## src/rtl/regfile_pkg.sv

```systemverilog
// Shared defaults and types for the multi-port general-purpose register file.
package regfile_pkg;

   localparam int DEF_DATA_W = 32;
   localparam int DEF_ADDR_W = 5;

   // Register $0 is architecturally fixed to zero.
   localparam int REG_ZERO = 0;

   typedef logic [DEF_ADDR_W-1:0] reg_addr_t;
   typedef logic [DEF_DATA_W-1:0] reg_data_t;

endpackage

```

## src/rtl/regfile_scoreboard.sv

```systemverilog
// Per-register busy scoreboard: issue sets a bit, a committed write clears it,
// and a same-cycle issue beats the clear because it names the younger producer.
module regfile_scoreboard
   import regfile_pkg::*;
#(
   parameter int ADDR_W = DEF_ADDR_W,
   parameter int NUM_RD = 2,
   parameter int BYPASS = 1
) (
   input  logic                     clk,
   input  logic                     reset,
   input  logic [(1<<ADDR_W)-1:0]   clr_i,
   input  logic                     iss_en_i,
   input  logic [ADDR_W-1:0]        iss_addr_i,
   input  logic [NUM_RD*ADDR_W-1:0] rd_addr_i,
   output logic [NUM_RD-1:0]        rd_busy_o
);

   localparam int DEPTH = 1 << ADDR_W;

   logic [DEPTH-1:0]  busy_q;
   logic [DEPTH-1:0]  busy_d;
   logic [ADDR_W-1:0] rdAddr [NUM_RD];

   for (genvar i = 0; i < NUM_RD; i++) begin : g_rdAddr
      assign rdAddr[i] = rd_addr_i[i*ADDR_W +: ADDR_W];
   end

   always_comb begin
      busy_d = busy_q & ~clr_i;
      if (iss_en_i && int'(iss_addr_i) != REG_ZERO) begin
         busy_d[iss_addr_i] = 1'b1;
      end
      busy_d[REG_ZERO] = 1'b0;
   end

   always_ff @(posedge clk) begin
      if (reset) begin
         busy_q <= '0;
      end else begin
         busy_q <= busy_d;
      end
   end

   // With bypass, a reader already sees the retiring value, so it must not stall on it.
   always_comb begin
      rd_busy_o = '0;
      if (!reset) begin
         for (int i = 0; i < NUM_RD; i++) begin
            rd_busy_o[i] = busy_q[rdAddr[i]];
            if (BYPASS != 0 && clr_i[rdAddr[i]]) begin
               rd_busy_o[i] = 1'b0;
            end
         end
      end
   end

endmodule

```

## src/rtl/regfile_mp.sv

```systemverilog
// Multi-port register file with highest-port-wins write arbitration and write-to-read bypass.
// Optional write trace enabled by defining REGFILE_TRACE_EN.
module regfile_mp
   import regfile_pkg::*;
#(
   parameter int DATA_W = DEF_DATA_W,
   parameter int ADDR_W = DEF_ADDR_W,
   parameter int NUM_RD = 2,
   parameter int NUM_WR = 2,
   parameter int BYPASS = 1
) (
   input  logic                     clk,
   input  logic                     reset,
   input  logic [NUM_RD*ADDR_W-1:0] rd_addr_i,
   output logic [NUM_RD*DATA_W-1:0] rd_data_o,
   output logic [NUM_RD-1:0]        rd_busy_o,
   input  logic [NUM_WR-1:0]        wr_en_i,
   input  logic [NUM_WR*ADDR_W-1:0] wr_addr_i,
   input  logic [NUM_WR*DATA_W-1:0] wr_data_i,
   input  logic [NUM_WR*32-1:0]     wr_pc_i,
   input  logic                     iss_en_i,
   input  logic [ADDR_W-1:0]        iss_addr_i
);

   localparam int DEPTH = 1 << ADDR_W;

   logic [DATA_W-1:0] regFile_q [DEPTH];
   logic [DATA_W-1:0] regFile_d [DEPTH];
   logic [ADDR_W-1:0] rdAddr    [NUM_RD];
   logic [ADDR_W-1:0] wrAddr    [NUM_WR];
   logic [DATA_W-1:0] wrData    [NUM_WR];
   logic [NUM_WR-1:0] wrWin;
   logic [DEPTH-1:0]  clrMask;

   for (genvar i = 0; i < NUM_RD; i++) begin : g_rdAddr
      assign rdAddr[i] = rd_addr_i[i*ADDR_W +: ADDR_W];
   end

   for (genvar j = 0; j < NUM_WR; j++) begin : g_wrPort
      assign wrAddr[j] = wr_addr_i[j*ADDR_W +: ADDR_W];
      assign wrData[j] = wr_data_i[j*DATA_W +: DATA_W];
   end

   // A port commits only if no higher-index port targets the same register.
   always_comb begin
      wrWin   = '0;
      clrMask = '0;
      if (!reset) begin
         for (int j = 0; j < NUM_WR; j++) begin
            if (wr_en_i[j] && int'(wrAddr[j]) != REG_ZERO) begin
               wrWin[j]             = 1'b1;
               clrMask[wrAddr[j]]   = 1'b1;
               for (int k = j + 1; k < NUM_WR; k++) begin
                  if (wr_en_i[k] && wrAddr[k] == wrAddr[j]) begin
                     wrWin[j] = 1'b0;
                  end
               end
            end
         end
      end
   end

   always_comb begin
      regFile_d = regFile_q;
      for (int j = 0; j < NUM_WR; j++) begin
         if (wrWin[j]) begin
            regFile_d[wrAddr[j]] = wrData[j];
         end
      end
      regFile_d[REG_ZERO] = '0;
   end

   always_ff @(posedge clk) begin
      if (reset) begin
         for (int r = 0; r < DEPTH; r++) begin
            regFile_q[r] <= '0;
         end
      end else begin
         regFile_q <= regFile_d;
      end
   end

   // Ascending scan lets the highest-index matching port override the forwarded value.
   always_comb begin
      rd_data_o = '0;
      for (int i = 0; i < NUM_RD; i++) begin
         if (int'(rdAddr[i]) != REG_ZERO) begin
            rd_data_o[i*DATA_W +: DATA_W] = regFile_q[rdAddr[i]];
            if (BYPASS != 0 && !reset) begin
               for (int j = 0; j < NUM_WR; j++) begin
                  if (wr_en_i[j] && wrAddr[j] == rdAddr[i]) begin
                     rd_data_o[i*DATA_W +: DATA_W] = wrData[j];
                  end
               end
            end
         end
      end
   end

   regfile_scoreboard #(
      .ADDR_W (ADDR_W),
      .NUM_RD (NUM_RD),
      .BYPASS (BYPASS)
   ) u_scoreboard (
      .clk        (clk),
      .reset      (reset),
      .clr_i      (clrMask),
      .iss_en_i   (iss_en_i),
      .iss_addr_i (iss_addr_i),
      .rd_addr_i  (rd_addr_i),
      .rd_busy_o  (rd_busy_o)
   );

`ifdef REGFILE_TRACE_EN
   always @(posedge clk) begin
      if (!reset) begin
         for (int j = 0; j < NUM_WR; j++) begin
            if (wrWin[j]) begin
               $display("%d@%h: $%d <= %h", $time, wr_pc_i[j*32 +: 32], wrAddr[j], wrData[j]);
            end
         end
      end
   end
`else
   logic unusedPc;
   assign unusedPc = ^wr_pc_i;
`endif

endmodule

```

## config.mk

```make
export PLATFORM = sky130hd
export DESIGN_NAME = regfile_mp
export DESIGN_NICKNAME = d
export VERILOG_FILES = /design/src/rtl/regfile_pkg.sv /design/src/rtl/regfile_scoreboard.sv /design/src/rtl/regfile_mp.sv
export SDC_FILE = /design/constraint.sdc
export NUM_CORES = 2
export LEC_CHECK = 0
export ABC_CLOCK_PERIOD_IN_PS = 5050
export CAP_MARGIN = 20
export CORE_MARGIN = 3
export CORE_UTILIZATION = 53
export CTS_CLUSTER_DIAMETER = 150
export DETAILED_ROUTE_END_ITERATION = 7
export DONT_BUFFER_PORTS = 1
export PLACE_DENSITY = 0.64
export RECOVER_POWER = 50
export SLEW_MARGIN = 20
export SYNTH_ARGS = -nofsm -noshare
export SYNTH_HDL_FRONTEND = slang
export SYNTH_HIERARCHICAL = 1
export SYNTH_SLANG_ARGS = --single-unit
```

## constraint.sdc

```tcl
create_clock -name clk -period 5.05 [get_ports clk]
set_input_delay 1.01 -clock clk [delete_from_list [all_inputs] [get_ports clk]]
set_output_delay 1.01 -clock clk [all_outputs]
set_load 0.005 [all_outputs]
```

==> summary.txt <==
Critical path
  • Reg2reg end: regFile_q[931]$_SDFF_PP0_
  • Critical Path Max Stage Delay: 0.84 ns
  • Slowest cell on the critical path: nor2b_1
  • CP Class: input port to primary output
  • Critical path capture point type: primary output
  • Crit-path cells: nor2b_1 > and3b_1 > clkbuf_1 > nand3_4 > o21ai_0 > inv_1 > a311oi_2 > o21ai_1 > a221oi_1 > nand3_1
  • R2R setup slack: 3.95 ns
  • Crit path required time: 4.04 ns
  • Crit Path Max Fanout: 1036
  • CP arrival: 5.32 ns
  • R2r startpoint: regFile_q[931]$_SDFF_PP0_
  • CP startpoint kind: input port
  • FF-to-FF path depth: 3

Detailed routing
  • WL per Instance: 33.02 um
  • Routed via count: between 60000 and 70000
  • Vias/cell: 7.459
  • Router iterations before antenna repair: 7
  • Drt initial violations: 10730
  • Routed WL: 289800 um
  • Post-DRT Antenna Nets: 0
  • Drt drc: 0

STA
  • Final hold vios: 0
  • Fmax: 158.0 MHz
  • Tmin final: 6.329 ns
  • Count of final max-slew check failures: 1345
  • Setup-failing EPs final: 93
  • Least-Margin Pin Slew: ~5.5 ns
  • Final worst setup slack: -1.279 ns
  • Post-route clock period utilization: 125.3%
  • Clock Skews: 0 ns
  • Worst hold margin: 0.4099 ns
  • Max-slew headroom: -268.6%
  • RSZ-0062 raised after global routing: false

Clock network
  • CTS sink count: 1023
  • Clock Root Buffer: clkbuf_16
  • Clk Latency, worst-skew pair: 0.77 ns
  • H-tree depth: 3
  • CTS Buf Count: around 120
  • Post_cts resized: 0
  • Setup bufs post-CTS: 0
  • Hold Buf Count CTS: 0
  • Longest Clk Path Bufs: 3
  • Clock-pin slew on the worst setup and hold paths: 0.06 ns
  • CTS tree: built

Global routing
  • Largest net degree at the start of global routing: 1037
  • First-pass GRT wire length: ~420000 um
  • GRT Total Usage: 43.91%
  • Grt total ovfl: 0
  • Vias in the first global route: 62180
  • Initial antenna violation count: 5

Placement
  • Post-DP HPWL: 144200 um
  • Placed cells: approximately 8600
  • DP Area: 64870 um2
  • Final GP Congestion: 0.9003
  • Port Buffers: 0

Finish
  • Fin cells: ~8800
  • Area Growth Syn to Fin: 5.187%
  • Area of the multi-input gates: 40620 um2
  • Reg area: around 20000 um2
  • FILL cells: 10900
  • Final Instance Area: 68530 um2
  • Final nets: 7207
  • Share of cells above drive strength 1: under 10%

Floorplanning
  • Die Y-Extent: 356.6 um
  • Die area: 127200 um2
  • Initial Util: 53.46%
  • Ports: 224
  • Core Area: 121900 um2
  • Die W: 356.6 um
  • Rows: 128

Pwr
  • Total Power: ~19 mW
  • Pwr Density: about 270 nW/um2
  • Peak VDD IR: 0.2762 mV
  • Lkg Pwr: 26.84 nW

Synthesis
  • Gate Count Post-Synth: 7849
  • Warnings, synthesis: 6
  • Syn Nets: 8007
  • Mapped Area: ~65000 um2
  • Avg Synthesized Cell Area: around 8.3 um2

Status
  • Outcome: finished, violations left
  • Violated checks: capacitance limit, slew limit, setup timing

Hold path
  • Worst hold endpoint: regFile_q[575]$_SDFF_PP0_
  • WHS Path Cells: 2
  • Hold path startpoint: wr_data_i[31]
  • HP Class: input port to flip-flop

Run
  • Max cap viols: 14
## sequential cells by signal, indices dropped and copies added (netlist names)
name / flops
regFile_q: 992
u_scoreboard/busy_q: 31
## metrics by stage
stage	utilization (%)	setup TNS, ns	worst slack [ns]
final	56.23	-20.48	-1.279
after global routing	56.23	0	0.1115
after CTS	56.50	0	0.5825
after detailed placement	53.23	0	0.5738
after global placement	53.22	0	0.5617
after floorplan	-	0	0.4733
## layer usage
metal | vias to the layer above | global-route usage, % | wire length, um
met5 | - | 0.7170 | 15
met4 | 2 | 29.75 | 23080
met3 | 1362 | 12.36 | 40590
met2 | 5207 | 65.18 | 121200
met1 | 31480 | 55.29 | 104900
li1 | 27420 | - | -
## placed cells by master, fill, tap and decap left out, types with 31 or more instances in the layout
cell type / count
a211oi_1: 515
a21oi_1: 227
a22oi_1: 139
a311oi_1: 472
and3b_1: 54
buf_4: 111
clkbuf_1: 42
clkbuf_16: 120
clkbuf_8: 31
dfxtp_1: 1023
mux2_2: 73
mux2i_1: 1029
mux4_2: 195
nand2_1: 551
nand3_1: 460
nor2_1: 1379
nor2b_1: 32
nor3_1: 50
o21ai_0: 97
o221ai_1: 175
o22ai_1: 83
## layout make-up
class	count	share of cell area, %
tap	1625	2.967
clock buffer	180	5.163
timing repair buffer	166	1.999
inverter	8	0.04382
sequential	1023	29.88
antenna	2	0.007303
multi-input combinational	5732	59.27
clock inverter	41	0.6627
## worst max-delay path: cells and delay by family
| kind | cells | cell delay [ns] |
|---|---|---|
| compound gates | 4 | 0.80 |
| buf+inv | 2 | 0.69 |
| simple gates | 4 | 1.58 |
## where the power goes
group / total, mW / switching [mW] / internal (mW)
registers: 8.23 / 0.0684 / 8.16
clock network: 8.99 / 3.81 / 5.18
logic: 1.34 / 0.786 / 0.550
## worst max-delay path by stage
stage | end | start | slack (ns) | depth (start not counted)
6_report | rd_busy_o[1] | reset | -1.28 | 10
5_1_grt | rd_busy_o[1] | reset | 0.11 | 10
4_1_cts | rd_busy_o[1] | reset | 0.58 | 8
3_5_place_dp | rd_busy_o[1] | reset | 0.57 | 8
3_3_place_gp | rd_busy_o[1] | reset | 0.56 | 8
2_1_floorplan | rd_busy_o[1] | wr_addr_i[7] | 0.47 | 13
No activity file was read; power rests on OpenSTA's default activity.
